File: config.mk
export PLATFORM = sky130hd
export DESIGN_NAME = sr_tap_line
export DESIGN_NICKNAME = d
export VERILOG_FILES = /design/src/rtl/sr_tap_line.sv
export SDC_FILE = /design/constraint.sdc
export NUM_CORES = 1
export LEC_CHECK = 0
export CAP_MARGIN = 10
export CORE_ASPECT_RATIO = 1.2
export CORE_UTILIZATION = 40
export CTS_BUF_LIST = sky130_fd_sc_hd__clkbuf_4 sky130_fd_sc_hd__clkbuf_8
export DETAILED_ROUTE_END_ITERATION = 7
export GPL_TIMING_DRIVEN = 0
export PLACE_DENSITY = 0.67
export SYNTH_ARGS = -nofsm -noshare
export SYNTH_HDL_FRONTEND = slang
export SYNTH_SLANG_ARGS = --single-unit
File: constraint.sdc
create_clock -name CLK -period 4.4 [get_ports CLK]
set_clock_uncertainty 0.15 [all_clocks]
set_input_delay 0.88 -clock CLK [delete_from_list [all_inputs] [get_ports CLK]]
set_output_delay 0.88 -clock CLK [all_outputs]
set_load 0.01 [all_outputs]
File: src/rtl/sr_tap_line.sv
// Tapped delay line with runtime-selectable delayed output, a parallel window of the
// newest samples and a fill tracker. Optional edge-pad mode: define SR_EDGE_REPLICATE_EN.
module sr_tap_line #(
  parameter int unsigned BIT   = 8,
  parameter int unsigned DEPTH = 16,
  parameter int unsigned TAPS  = 4,
  parameter int unsigned LW    = 5
) (
  input  logic                CLK,
  input  logic                RST,
  input  logic                clr,
  input  logic                en,
  input  logic [BIT-1:0]      din,
  input  logic [LW-1:0]       len,
  output logic [BIT-1:0]      dout,
  output logic                dout_vld,
  output logic [BIT*TAPS-1:0] win,
  output logic                win_vld,
  output logic [LW-1:0]       fill
);

  localparam int unsigned AW      = (DEPTH > 1) ? $clog2(DEPTH) : 1;
  localparam logic [LW-1:0] DEPTH_L = LW'(DEPTH);
  localparam logic [LW-1:0] TAPS_L  = LW'(TAPS);
  localparam logic [LW-1:0] ONE_L   = LW'(1);

  logic [BIT-1:0] s_q    [DEPTH];
  logic [BIT-1:0] s_base [DEPTH];
  logic [BIT-1:0] s_nxt  [DEPTH];
  logic [LW-1:0]  fill_q;
  logic [LW-1:0]  fill_base;
  logic [LW-1:0]  fill_nxt;
  logic [LW-1:0]  len_eff;

  // Next state: optional flush first, then accept din on top of the flushed line.
  always_comb begin
    s_base    = s_q;
    fill_base = fill_q;
    if (clr) begin
      for (int i = 0; i < DEPTH; i++) s_base[i] = '0;
      fill_base = '0;
    end
    s_nxt    = s_base;
    fill_nxt = fill_base;
    if (en) begin
      s_nxt[0] = din;
      for (int i = 1; i < DEPTH; i++) s_nxt[i] = s_base[i-1];
      fill_nxt = (fill_base >= DEPTH_L) ? DEPTH_L : fill_base + ONE_L;
`ifdef SR_EDGE_REPLICATE_EN
      // Border padding: the first sample of a row is replicated into every stage.
      if (fill_base == '0) begin
        for (int i = 0; i < DEPTH; i++) s_nxt[i] = din;
        fill_nxt = DEPTH_L;
      end
`endif
    end
  end

  always_ff @(posedge CLK) begin
    if (!RST) begin
      for (int i = 0; i < DEPTH; i++) s_q[i] <= '0;
      fill_q <= '0;
    end else begin
      for (int i = 0; i < DEPTH; i++) s_q[i] <= s_nxt[i];
      fill_q <= fill_nxt;
    end
  end

  // Delay selection clamps to 1..DEPTH so dout always addresses a real stage.
  always_comb begin
    len_eff = len;
    if (len == '0)          len_eff = ONE_L;
    else if (len > DEPTH_L) len_eff = DEPTH_L;
  end

  always_comb begin
    win = '0;
    for (int k = 0; k < TAPS; k++) win[BIT*k +: BIT] = s_q[k];
  end

  assign dout     = s_q[AW'(len_eff - ONE_L)];
  assign dout_vld = (fill_q >= len_eff);
  assign win_vld  = (fill_q >= TAPS_L);
  assign fill     = fill_q;

endmodule

==> results.yml, run 1 <==
routing:
  vias: 5009
  final_antenna_net_count: 0
  drtIter0Drc: 301
  firstDrtPassIters: 5
  totalWireLength_um: 16500
  viasPerCell: 5.27
  drc_errors: 0
  wl_per_cell_um: 17.4
synth:
  synth_top_family_by_area: "multiplexers"
  synth_ff_type: "dfxtp_1"
  seq_area_frac_synth: 0.423
  synth-compound-area-share: 0.0916
  syn_inst: 629
  muxShareOfSynthArea: 0.267
  ys_async_sr_fraction: 0
  ys_types: 46
  synthSimpleGateAreaFrac: 0.130
  synthTopCellsByArea: "dfxtp_1 (42%), mux2i_1 (19%), nor2_1 (7.6%)"
  synth_area_sq_um: 6290
  synth_xor_area_frac: 0
  synth.largest_area_cell: "dfxtp_1"
  synth-seq-cells: 133
  synth_top_area_frac: 0.423
  syn_nets: 653
  synth_edf_count: 0
  synth-adder-area-share: 0.0139
  yosysWarnings: 0
  syn_avg_cell_area_sq_um: 10.0
global_route:
  grt_pass1_vias: 4823
  grt_antenna_before_repair: 0
  grt_util_met1: 0.259
  track_usage: 0.211
  grt_pass1_wl_um: 25700
  grt-ovfl-total: 0
  grtUsageMet2: 0.357
  grt-busiest-layer: "met2"
  grt_max_degree: 17
  gr-usage-met3: 0.0392
critical_path:
  timing.rr.start: "fill[1]"
  worstReg2RegEnd: "fill[2]"
  worstPathMaxFanout: 6
  cp-start-kind: "input pin"
  worstPathRequired_ps: 3370
  cpPeakStageDelay_ps: 440
  cp-end-kind: "output port"
  worstPathArrival_ps: 3240
  reg2reg_slack_ps: 2960
  cpMostUsedCell: "buf_4"
  cp_cell_sequence: "buf_4 > nor3_4 > o21a_4 > clkinv_8 > ha_4 > clkinvlp_4 > buf_12 > nor2_4 > buf_4 > a221oi_1 > o21bai_1 > a2111oi_2 > buf_2"
  r2r_cells: 5
  cpMaxStageDelayCell: "a2111oi_2"
  crit_type: "in -> out"
pwr:
  powerDensity_nw_per_um2: 333
  leakagePower_uw: 0.00328
  vdd_drop_max_v: 0.000170
floorplan:
  die_area_sq_um: 16200
  core_sq_um: 15200
  start_util: 0.414
  die_y_um: 139
  die_width_um: 117
  ios: 64
  num_rows: 49
flow_run:
  cap_violations: 0
hold_path:
  hp-start: "s_q[4]"
  holdPathStages: 2
  min_to: "s_q[4]"
  worstHoldPathType: "reg -> reg"
final_layout:
  fin_area_sq_um: 7980
  final_util: 0.525
  multi_input_area_sq_um: 3320
  layout-drive-gt1-share: 0.210
  diodes: 0
  syn_to_final_growth_pct: 26.8
  fillers: 1414
  regArea_sq_um: 2660
  nets: 757
timing:
  fmax_mhz: 234
  fin_crit_ps: 4270
  max_slew.worst_pin.slew_ps: 820
  finalSetupViolCount: 0
  drv_slew: 0
  finalCritPeriodShare: 0.971
  hold_viol: 0
  relSlewSlack: 0.453
  rsz0062_at_grt: "no"
cts:
  clk_latency_ps: 450
  cts_buffers: 17
  path_clk_slew_ps: 70
  numClockSinks: 133
  root_buffer: "clkbuf_8"
  cts_tree: "yes"
  holdBufCountCts: 0
  ctsLongestPathBuffers: 2
  h-tree-depth: 4
outcome:
  status: "finished clean"
placement:
  hpwl_um: 11600
  place.gp.congestion: 0.824
  io_buffers: 62
  place_area_sq_um: 7170
[cells in the mapped netlist, types with 2 or more instances]
master     instances
a2111oi_1          5
a2111oi_2          2
a21boi_0           3
a21o_1             9
a21oi_1           11
a221oi_1           7
a22oi_1            7
buf_1              3
buf_12             3
buf_2              4
buf_4             32
clkbuf_1          29
dfxtp_1          133
ha_1               7
inv_1              5
mux2_1             7
mux2i_1          120
mux4_1             4
mux4_2            13
nand2_1           25
nand2b_1           4
nand3_1            2
nand3b_1           3
nor2_1           127
nor2b_1           17
nor3_1             7
o211ai_1           2
o21ai_0            5
o21bai_1           7
o22ai_1            9
or3_1              2
[registers in the layout (all words and copies together) (netlist names)]
name	flops
s_q	96
win	32
fill	5
[metrics by stage]
step	worst slack [ps]	TNS, ps	total power [uW]	instances	hold slack (ps)
global route	31.1	0	2750	950	386
finish	127	0	2650	950	354
global placement	-2040	-14850	1540	895	320
floorplan	38.3	0	1430	629	305
CTS	4.74	0	2640	939	355
detailed placement	-2050	-14920	1540	895	336
[layer usage]
layer / wire, um / vias up
li1: - / 2381
met1: 6750 / 2483
met2: 8610 / 122
met3: 714 / 23
met4: 426 / 0
met5: 0 / -
[timing repair]
action / CTS / global route
buffers inserted: 12 / 13
setup endpoints to repair: 9 / 9
resized for setup: 82 / 24
gates cloned: 1 / 1
pin swaps: 14 / 10
[worst max-delay path: cells and delay by family]
| kind | cells | cell delay, ps |
|---|---|---|
| and+or+nand+nor | 2 | 320 |
| AOI/OAI and AO/OA | 4 | 930 |
| buffers and inverters | 6 | 820 |
| adders and majority gates | 1 | 280 |
[cell families after synthesis]
| logic type | count (synthesis) |
|---|---|
| flip-flops | 133 |
| AND/OR/NAND/NOR | 192 |
| adder cells (fa/ha/maj) | 7 |
| multiplexers | 144 |
| buffers and inverters | 78 |
| AO/OA/AOI/OAI | 75 |
[placed cells by master, fill, tap and decap left out, drive strengths merged, types with 7 or more instances in the layout]
| cell | instances |
|---|---|
| o22ai | 9 |
| ha | 7 |
| nand2 | 25 |
| nor2 | 128 |
| a21o | 9 |
| clkinv | 7 |
| buf | 75 |
| nor2b | 17 |
| mux4 | 17 |
| a2111oi | 7 |
| a21oi | 12 |
| mux2 | 7 |
| a22oi | 7 |
| nor3 | 8 |
| clkdlybuf4s50 | 48 |
| clkbuf | 50 |
| o21bai | 7 |
| a221oi | 7 |
| dfxtp | 133 |
| mux2i | 120 |
[final cells by class]
type                            count  share of cell area
Multi-Input combinational cell    418               0.417
Tap cell                          204              0.0320
Buffer                             68              0.0566
Sequential cell                   133               0.334
Inverter                            7             0.00533
Clock inverter                     13              0.0198
Timing Repair Buffer               88               0.104
Clock buffer                       19              0.0320
[how the worst max path moves through the flow]
stage / from / end / slack [ps] / cells past startpoint
final: len[1] / dout[0] / 130 / 13
after global routing: len[1] / dout[0] / 30 / 13
after CTS: len[2] / dout[4] / 5 / 13
after detailed placement: len[2] / dout[1] / -2050 / 13
after global placement: len[2] / dout[1] / -2040 / 13
after floorplan: len[1] / dout[1] / 40 / 11
[power breakdown]
part	total (uW)	internal, uW	switching (uW)
Sequential	1220	1210	7.63
Combinational	377	179	198
Clock	1060	578	483
Total	2650	1970	689
Power figures use the tool's default switching activity.
==> run 2, diff against run 1 <==
- CORE_ASPECT_RATIO: 1.2 -> default
- CTS_CLUSTER_SIZE: default -> 24
==> run 2 against run 1 <==
- sequential cell count unchanged
- core utilization decreased by 0.81 points
- clock power decreased by 5%
- count of clock-buffer cells in the layout increased by 5
- design area decreased by 1.2%
- largest power group unchanged
- non-clock buffer count decreased by 5
- global-route usage decreased by 0.21 points
- register-to-register slack improved by 40 ps
==> results.yml, run 2 (synthesis results as in run 1) <==
hold_path:
  hp-start: "s_q[7]"
  worstHoldPathType: "reg -> reg"
timing:
  fin_ws_ps: 69.3
  drv_slew: 0
  hold_viol: 0
  max_slew.worst_pin.slew_ps: 783
  fin_crit_ps: 4330
  finalCritPeriodShare: 0.984
  finalSetupViolCount: 0
  relSlewSlack: 0.478
  finalSetupTns_ps: 0
  holdWs_ps: 350
  fmax_mhz: 231
cts:
  cts_buffers: 17
  numClockSinks: 133
  path_clk_slew_ps: 70
  holdBufCountCts: 0
  ctsLongestPathBuffers: 2
  cts_tree: "yes"
  clk_latency_ps: 440
  h-tree-depth: 4
  root_buffer: "clkbuf_8"
critical_path:
  worstPathMaxFanout: 8
  r2r_cells: 5
  worstPathArrival_ps: 3300
  crit_type: "in -> out"
  worstPathRequired_ps: 3370
  startpoint: "len[1]"
  cp-end-kind: "output port"
  cp-start-kind: "input pin"
  reg2reg_slack_ps: 3000
  endpoint: "dout[4]"
  timing.rr.start: "fill[1]"
  worstReg2RegEnd: "fill[2]"
floorplan:
  ios: 64
  die_y_um: 127
  num_rows: 45
  core_sq_um: 15300
  die_width_um: 127
  die_area_sq_um: 16200
  start_util: 0.413
placement:
  place.gp.congestion: 0.853
  dp.cells: 902
  io_buffers: 62
  hpwl_um: 11600
  post-place-ws_ps: -2030
routing:
  wl_met2_um: 8170
  wl_per_cell_um: 17.2
  met3_length_um: 597
  drtIter0Drc: 328
  drc_errors: 0
  totalWireLength_um: 16300
  firstDrtPassIters: 5
  drt-met1-wl_um: 7420
  viasPerCell: 5.24
  vias: 4988
  highest_layer: "met4"
  final_antenna_net_count: 0
global_route:
  grt_antenna_before_repair: 0
  grt_max_degree: 17
  grt_pass1_wl_um: 26000
  grt_pass1_vias: 4930
  track_usage: 0.209
  grt-ovfl-total: 0
final_layout:
  layout-drive-gt1-share: 0.188
  syn_to_final_growth_pct: 25.3
  nets: 752
  max_flop_register: "s_q"
  largest_register_ffs: 96
  fin_cells: 952
  mostFrequentLayoutCells: "dfxtp_1 (133), nor2_1 (127), mux2i_1 (120)"
  mostFrequentLayoutCell: "dfxtp_1"
  diodes: 0
pwr:
  vdd_drop_max_v: 0.000177
  powerDensity_nw_per_um2: 327
  leakagePower_uw: 0.00325
  power_uw: 2580
flow_run:
  cap_violations: 0
outcome:
  status: "finished clean"
run 2: critical path, cell delays in order:
cell        delay, ps
buf_6             100
nor3_4            210
o21a_4            220
inv_12             40
buf_12            130
ha_4              280
clkinvlp_4        150
nor2_4            240
buf_6             180
a221oi_1          110
o21bai_2          220
a2111oi_4         320
buf_2             200
run 2: final cells by class:
cell class              instances  area, sq um
clock buffers                  24          324
clock inverters                 8         71.3
repair buffers                 81          752
plain buffers                  70          448
multi-input cells             418         3320
well taps                     211          264
fillers                      1341         7370
inverters                       7         42.5
flip-flops and latches        133         2660
run 2: power breakdown:
group | total (uW) | internal (uW) | switching [uW]
clock | 1010 | 540 | 470
combinational | 356 | 163 | 193
sequential | 1220 | 1210 | 7.27
run 2: worst min-delay path by stage:
| stage | to | cells past startpoint | slack [ps] |
|---|---|---|---|
| 2_1_floorplan | s_q[6] | 2 | 310 |
| 3_3_place_gp | s_q[6] | 2 | 320 |
| 3_5_place_dp | s_q[6] | 2 | 340 |
| 4_1_cts | s_q[6] | 2 | 350 |
| 5_1_grt | s_q[6] | 2 | 380 |
| 6_report | s_q[7] | 2 | 350 |
run 2: timing repair:
item | in CTS | in global routing
setup buffers | 10 | 8
pin swaps | 12 | 12
resized for setup | 69 | 24
gates cloned | 0 | 1
setup endpoints to repair | 9 | 9
run 2: metal layers:
| layer | track usage | vias to the layer above |
|---|---|---|
| met1 | 0.263 | 2509 |
| met5 | 0 | - |
| met2 | 0.363 | 88 |
| met3 | 0.0415 | 9 |
| met4 | 0.0567 | 0 |
| li1 | - | 2382 |
run 2: stage by stage:
| step | area (sq um) | utilization |
|---|---|---|
| finish | 7890 | 0.517 |
| floorplan | 6290 | - |
| global route | 7890 | 0.517 |
| global placement | 7180 | 0.471 |
| CTS | 7720 | 0.506 |
| detailed placement | 7180 | 0.471 |
==> RTL edit: new RTL, flow settings as in run 2 <==
The parameter `DEPTH` goes from 16 to 32.
--- a/src/rtl/sr_tap_line.sv
+++ b/src/rtl/sr_tap_line.sv
@@ -2,7 +2,7 @@
 // newest samples and a fill tracker. Optional edge-pad mode: define SR_EDGE_REPLICATE_EN.
 module sr_tap_line #(
   parameter int unsigned BIT   = 8,
-  parameter int unsigned DEPTH = 16,
+  parameter int unsigned DEPTH = 32,
   parameter int unsigned TAPS  = 4,
   parameter int unsigned LW    = 5
 ) (
Function: changed (Yosys sat finds a counterexample within 4 cycles, from zero or initial values and one cycle with RST low).
==> RTL edit against run 2 <==
Die area grew 58%. Cell area grew 54%. Worst setup slack gained 39 ps. Wire length grew 33%. Synthesized area grew 59%. Non-clock buffer count grew 21. Sequential share of layout area grew 8.4 points. Total power grew 83%. Sequential cell count grew 123. Clock power grew 110%. Largest power group unchanged.
==> RTL edit: results (changes against run 2) <==
[global_routing]
overflow = 0  ; unchanged
antenna_found_initial = 0  ; unchanged
grt_pass1_vias = 6572  ; was 4,930
grt_usage = 0.170  ; was 0.209
grt_max_degree = 12  ; was 17
grt_pass1_wl_um = 34900  ; was 26,000 µm

[synth]
ys_top_cells_by_area = dfxtp_1 51%, mux2i_1 26%, nor2_1 9.3%  ; was dfxtp_1 42%, mux2i_1 19%, nor2_1 7.6%
ys_warn_count = 0  ; unchanged
seq_area_frac_synth = 0.512  ; was 0.423
yosys-top-cells-count = 264 x mux2i_1, 256 x dfxtp_1, 249 x nor2_1  ; was 133 x dfxtp_1, 127 x nor2_1, 120 x mux2i_1
ys.flop_type = dfxtp_1  ; unchanged
synth_cell_types = 26  ; was 46
synthArstFlopShare = 0  ; unchanged

[detailed_routing]
drtPass1Iterations = 4  ; was 5
via_count = 6741  ; was 4,988
finalWirelength_um = 21600  ; was 16,300 µm
drt_iter0_markers = 253  ; was 328

[worst_setup_path]
r2r_setup_slack_ps = 3250  ; was 3000 ps
reg2regPathDepth = 3  ; was 5
critPathMaxFanout = 8  ; unchanged
arrival_ps = 3260  ; was 3300 ps
r2r_start = win[0]$_SDFF_PN0_  ; was fill[1]$_SDFF_PN0_
cp-startpoint = len[4]  ; was len[1]
r2r_end = win[0]$_SDFF_PN0_  ; was fill[2]$_SDFF_PN0_

[place]
gp_congestion = 0.829  ; was 0.853
io_buffers = 55  ; was 62
hpwl_um = 15100  ; was 11,600 µm
placed_area_um2 = 11000  ; was 7180 µm²

[clock_tree]
insertion_delay_ps = 550  ; was 440 ps
cts_buffer_depth = 3  ; was 2
numCtsBuffers = 42  ; was 17
cts_max_level = 2  ; was 4
cts-root-buf = clkbuf_8  ; unchanged
path_clk_slew_ps = 60

[finish]
largest_reg_flops = 224  ; was 96
nets = 1089  ; was 752
antenna_cells = 0  ; unchanged
drive_gt1_frac = 0.188  ; about the same
top_register = s_q  ; unchanged

[min_path]
min_path_cells = 2  ; unchanged
whs_endpoint = s_q[103]$_SDFF_PN0_  ; was s_q[7]$_SDFFE_PN0P_
hold_class = reg2reg  ; unchanged
worstHoldStart = s_q[111]$_SDFF_PN0_  ; was s_q[7]$_SDFFE_PN0P_

[sta]
max_slew_margin = 0.492  ; was 0.478

[power_and_ir_drop]
irDropWorstVdd_uv = 160  ; was 177 µV
leakage_uw = 0.00509  ; was 0.00325 µW

[outcome]
run_status = finished clean  ; unchanged

## RTL edit: stage by stage
step	cells	utilization	hold WS [ps]	TNS [ps]	setup WS (ps)
after CTS	1421	0.497	328	0	20.0
after detailed placement	1344	0.450	331	-10590	-1410
final	1424	0.498	322	0	108
after floorplan	965	-	310	0	37.5
after global routing	1424	0.498	353	0	22.5
after global placement	1344	0.450	322	-10450	-1400
## RTL edit: cell families after synthesis
group / synth area share
AO/OA/AOI/OAI: 0.0198
adder cells (fa/ha/maj): 0.00125
buffers and inverters: 0.0624
flip-flops: 0.512
multiplexers: 0.282
other: 0.000751
AND/OR/NAND/NOR: 0.121
## RTL edit: repair_timing
item	4_1_cts	5_1_grt
endpoints found under the hold margin	0	0
setup buffers	5	3
resized for setup	76	7
setup endpoints to repair	9	7
cloned	3	0
pin swaps	15	5
## RTL edit: worst max path at each step
stage,to,slack (ps),depth (start not counted)
5_1_grt,dout[0],20,8
3_5_place_dp,dout[5],-1410,12
2_1_floorplan,dout[3],40,10
6_report,dout[0],110,8
4_1_cts,dout[1],20,9
3_3_place_gp,dout[5],-1400,12
## RTL edit: critical path: stages
cell and delay [ps]:
dlygate4sd2_1 230, or4_4 550, or2_4 260, ha_4 300
clkinvlp_4 210, nor4_2 320, and4bb_1 280, clkdlybuf4s15_1 250
## RTL edit: layer usage
layer | global-route usage | share of wire | vias up | routed length (µm)
met5 | 0 | 0 | - | 0
met4 | 0.0545 | 0.022 | 0 | 467
met3 | 0.0392 | 0.043 | 36 | 929
met2 | 0.277 | 0.46 | 113 | 9920
met1 | 0.223 | 0.48 | 3152 | 10300
li1 | - | - | 3440 | -
## RTL edit: cell type report
class	count	area, µm²
clock buffers	69	837
multi-input cells	598	4460
flip-flops and latches	256	5120
inverters	1	7.51
clock inverters	4	28.8
repair buffers	66	647
plain buffers	106	646
fillers	2253	12200
well taps	324	405
## RTL edit: report_power, final
group | total [µW] | internal (µW) | switching, µW | leakage (µW)
clock | 2100 | 1200 | 896 | 0.000464
sequential | 2330 | 2320 | 8.14 | 0.00206
combinational | 306 | 140 | 165 | 0.00257
